$ cat src/rtl/gpio_event_latch.sv
// Multi-channel GPIO input conditioner: synchronizer, debounce filter,
// qualified edge strobe, sticky event latch and combined interrupt.
module gpio_event_latch #(
    parameter int N_CH        = 4,
    parameter int SYNC_STAGES = 2,
    parameter int DEBOUNCE    = 4
) (
    input  logic                clk,
    input  logic                reset,
    input  logic [N_CH-1:0]     din,
    input  logic [2*N_CH-1:0]   edge_mode,
    input  logic [N_CH-1:0]     clr,
    input  logic [N_CH-1:0]     irq_en,
    output logic [N_CH-1:0]     dout,
    output logic                any_high,
    output logic                all_high,
    output logic [N_CH-1:0]     edge_pulse,
    output logic [N_CH-1:0]     latched,
    output logic                irq
);

    // Counter only needs to reach DEBOUNCE-1.
    localparam int CW = (DEBOUNCE <= 1) ? 1 : $clog2(DEBOUNCE);

    for (genvar i = 0; i < N_CH; i++) begin : g_ch
        logic [SYNC_STAGES-1:0] chain;
        logic                   sync_q;
        logic                   upd;
        logic                   dout_q;
        logic                   pulse_q;

        assign sync_q = chain[SYNC_STAGES-1];

        always_ff @(posedge clk) begin
            if (reset) begin
                chain <= '0;
            end else begin
                chain <= {chain[SYNC_STAGES-2:0], din[i]};
            end
        end

        if (DEBOUNCE == 0) begin : g_bypass
            assign upd = (sync_q != dout_q);
        end else begin : g_filter
            logic [CW-1:0] cnt;

            assign upd = (sync_q != dout_q) && (cnt == CW'(DEBOUNCE - 1));

            // Any return to the accepted level restarts the qualification window.
            always_ff @(posedge clk) begin
                if (reset) begin
                    cnt <= '0;
                end else if ((sync_q == dout_q) || upd) begin
                    cnt <= '0;
                end else begin
                    cnt <= cnt + CW'(1);
                end
            end
        end

        always_ff @(posedge clk) begin
            if (reset) begin
                dout_q  <= 1'b0;
                pulse_q <= 1'b0;
            end else begin
                pulse_q <= upd & (sync_q ? edge_mode[2*i] : edge_mode[2*i+1]);
                if (upd) begin
                    dout_q <= sync_q;
                end
            end
        end

        assign dout[i]       = dout_q;
        assign edge_pulse[i] = pulse_q;
    end

    // A new event outranks a concurrent clear so no event is lost.
    always_ff @(posedge clk) begin
        if (reset) begin
            latched  <= '0;
            irq      <= 1'b0;
            any_high <= 1'b0;
            all_high <= 1'b0;
        end else begin
            latched  <= (latched & ~clr) | edge_pulse;
            irq      <= |(latched & irq_en);
            any_high <= |dout;
            all_high <= &dout;
        end
    end

endmodule

$ cat config.mk
export PLATFORM = sky130hd
export DESIGN_NAME = gpio_event_latch
export DESIGN_NICKNAME = d
export VERILOG_FILES = /design/src/rtl/gpio_event_latch.sv
export SDC_FILE = /design/constraint.sdc
export NUM_CORES = 1
export LEC_CHECK = 0
export ABC_AREA = 1
export BUFFER_PORTS_ARGS = -buffer_cell sky130_fd_sc_hd__clkbuf_2
export CAP_MARGIN = 20
export CORE_AREA = 2 2 61 63
export CTS_CLUSTER_DIAMETER = 50
export DETAILED_ROUTE_END_ITERATION = 10
export DIE_AREA = 0 0 63 65
export PLACE_DENSITY_LB_ADDON = 0.2
export SYNTH_ARGS = -nofsm -noshare
export SYNTH_HDL_FRONTEND = slang
export SYNTH_SLANG_ARGS = --single-unit
$ cat constraint.sdc
create_clock -name clk -period 0.99 [get_ports clk]
set_input_delay 0.198 -clock clk [delete_from_list [all_inputs] [get_ports clk]]
set_output_delay 0.198 -clock clk [all_outputs]
set_load 0.05 [all_outputs]
==> metrics.md <==
| Metric | Value |
|---|---|
| Outcome | finished with violations |
| Failing checks | setup timing |
| DRC marker count from the first detailed-route iteration | 43 |
| Longest Clk Path Bufs | 2 |
| Root Driver | clkbuf_4 |
| CP max stage delay | 0.36 ns |
| Number of core rows | 22 |
| Syn Area/Cell | 8.20 sq um |
| Drt wl/cell | 9.80 um |
| GRT overflow | 0 |
| Power per Cell Area | 1150 nW/um^2 |
| Crit-path leading delay family | flip-flops |
| Placement Cell Area | 1450 sq um |
| Die area | 4100 sq um |
| Adder-cell area share of the yosys netlist | 0.0394 |
| Worst relative slew slack | 0.887 |
| Crit path capture type | output port |
| Routed Wire Length | 2440 um |
| # IOs | 37 |
| Multi-input logic area | 453 sq um |
| Number of global-route vias before repair | 1020 |
| Final Net Count | 226 |
| Max cap viols | 0 |
| Final hold viol count | 0 |
| DRC | 0 |
| Initial core utilization | 0.364 |
| Fraction of layout cells with a size suffix above 1 | 0.433 |
| Post-Syn Instances | 155 |
| CP Buf/Inv Count | 1 |
| CP Data Arrival Time | 0.84 ns |
| Inserted Diodes | 0 |
| CP required | 0.79 ns |
| Pin count of the biggest net entering global routing | 13 |
| GPL Wtd Cong | 0.840 |
| Compound-Gate Fraction of Synth Area | 0.0640 |
| Power, Total | 2060 uW |
| Total CTS buffers | 5 |
| Setup CP Type | reg2out |
| Initial antenna violation count | 0 |
| H-tree levels | 2 |
| Via/cell ratio | 4.18 |
| Critical Path Source Type | register |
| CP max stage cell | dfxtp_4 |
| Final slew viol count | 0 |
| Multiplexer share of the synthesized area | 0 |
| Simple-Gate Fraction of Synth Area | 0.243 |
| TritonCTS clock tree | done |
| IR drop worst, VDD | 0.727 mV |
| Routed vias | 1041 |
| Tot GR Track Use | 0.141 |
| Synthesized cell area | 1270 sq um |
| Worst-Skew Late Latency | 0.32 ns |
| Drt pass-1 iters | 4 |
| R2r setup slk | 0.04 ns |
| Final ANT Viol Nets | 0 |
| Net count after synthesis | 181 |
| Port Buf Inserts | 36 |
| Worst-path cell chain | clkbuf_16 |
| Filler instances | 347 |
| Layout overhead on the synthesized area | 41.2% |
| Final Worst Setup Slack | -0.0501 ns |
| Synth Warn # | 0 |
| Worst hold path class | in2reg |
| Min Tclk post-route | 1.04 ns |
| Post-synthesis xor/xnor area fraction | 0 |
| Largest family of logic cells by synthesized area | simple AND/OR/NAND/NOR gates |
| Least-Margin Pin Slew | 0.170 ns |
| First-pass GRT wire length | 4290 um |
| DP HPWL | 1740 um |
| Seq/Total Area, Yosys | 0.488 |
| Die W | 63 um |
| CTS Sinks | 31 |
| Final worst path period share | 1.05 |
| Clock Skew | 0.00749 ns |
| Register area | 647 sq um |
| CP Max Fanout | 2 |
| Chip Height | 65 um |
| Final setup fails | 15 |
| Synth unique cells | 18 |
| Clk pin slew, worst setup/hold paths | 0.09 ns |
| P_leak | 0.000834 uW |
| Util after Layout | 0.514 |
| RSZ-0062 raised after global routing | true |
| Number of synthesized register bits | 31 |
| Max Fclk | 0.961 GHz |
| Post-route cell area | 1800 sq um |
| Core ar. | 3500 sq um |
-- final cells by class --
| class | count | area share |
|---|---|---|
| clock buffer | 7 | 0.0251 |
| clock inverter | 1 | 0.00279 |
| inverter | 29 | 0.0634 |
| multi-input combinational | 84 | 0.252 |
| sequential | 31 | 0.360 |
| tap | 48 | 0.0334 |
| timing repair buffer | 49 | 0.263 |
-- cell usage in the layout, fill, tap and decap left out --
cell type  instances
nand2_1           28
inv_1             27
nor2_1            23
clkbuf_2          21
dfxtp_1           16
dfxtp_2           12
buf_4             12
buf_8             11
a21oi_1            8
nand3_1            5
clkbuf_4           5
nor2_2             4
o21ai_2            4
clkbuf_16          4
ha_2               3
dfxtp_4            3
nand4_4            2
nand2_2            2
nand4_1            2
clkbuf_1           2
inv_2              1
inv_6              1
a31oi_1            1
nor3_1             1
ha_1               1
clkinv_2           1
buf_6              1
-- metal layers --
layer  track usage  up-vias  share of wire
li1              -      553              -
met1         0.154      455           0.43
met2         0.238       28           0.49
met3        0.0590        5          0.057
met4        0.0667        0          0.021
met5             0        -              0
-- report_power, final --
group	leakage (uW)	switching [uW]	total (uW)	internal (uW)
clock network	0.0000293	389	665	276
registers	0.000260	11.1	1270	1260
logic	0.000544	69.6	127	57.3
-- sequential cells by signal, indices dropped and copies added (netlist names) --
name / count
g_ch.chain: 8
g_ch.dout_q: 4
irq: 1
g_ch.g_filter.cnt: 8
all_high: 1
any_high: 1
g_ch.pulse_q: 4
latched: 4
-- kinds of logic after synthesis --
group | after synthesis
buffers and inverters | 40
AO/OA/AOI/OAI | 13
adder cells (fa/ha/maj) | 4
flip-flops | 31
AND/OR/NAND/NOR | 67
-- cells in the mapped netlist --
cell type	instances	area, sq um
nor2_1	23	86.3
inv_1	28	105
nand3_1	5	25.0
buf_4	8	60.1
inv_6	1	8.76
a21oi_1	8	40.0
nand4_1	2	12.5
buf_12	1	20.0
ha_1	4	50.1
nand2_1	30	113
nand4_4	2	42.5
buf_2	1	5.00
nor2_2	4	25.0
o21ai_2	4	35.0
dfxtp_1	31	621
buf_6	1	11.3
nor3_1	1	5.00
a31oi_1	1	6.26
-- worst min-delay path: cells and delay by family --
family	cells	cell delay (ns)
and+or+nand+nor	1	0.03
buffers and inverters	2	0.12
-- worst paths after layout --
check / startpoint / end / cells after the start
max: g_ch[1].dout_q / dout[1] / 1
min: din[1] / g_ch[1].chain[0] / 3
max reg2reg: g_ch[2].dout_q / g_ch[2].g_filter.cnt[1] / 5
min reg2reg: g_ch[2].chain[0] / g_ch[2].chain[1] / 2
-- metrics by stage --
step | std cells | hold slack, ns | TNS, ns | setup WS (ns)
floorplan | 155 | 0.305 | 0 | 0.0406
global placement | 232 | 0.391 | 0 | 0.0967
detailed placement | 232 | 0.393 | 0 | 0.0457
CTS | 250 | 0.0423 | -0.954 | -0.0695
global route | 249 | 0.0581 | -1.19 | -0.0939
finish | 249 | 0.0596 | -0.416 | -0.0501
-- repair_timing --
| action | in CTS | in global routing |
|---|---|---|
| buffers inserted | 10 | 0 |
| hold buffers | 0 | 0 |
| endpoints found under the hold margin | 0 | 0 |
| gates resized for setup | 52 | 18 |
| gates cloned | 0 | 0 |
| pin swaps | 0 | 4 |
| endpoints found under the setup margin | 15 | 24 |
No activity file was read; power rests on OpenSTA's default activity.
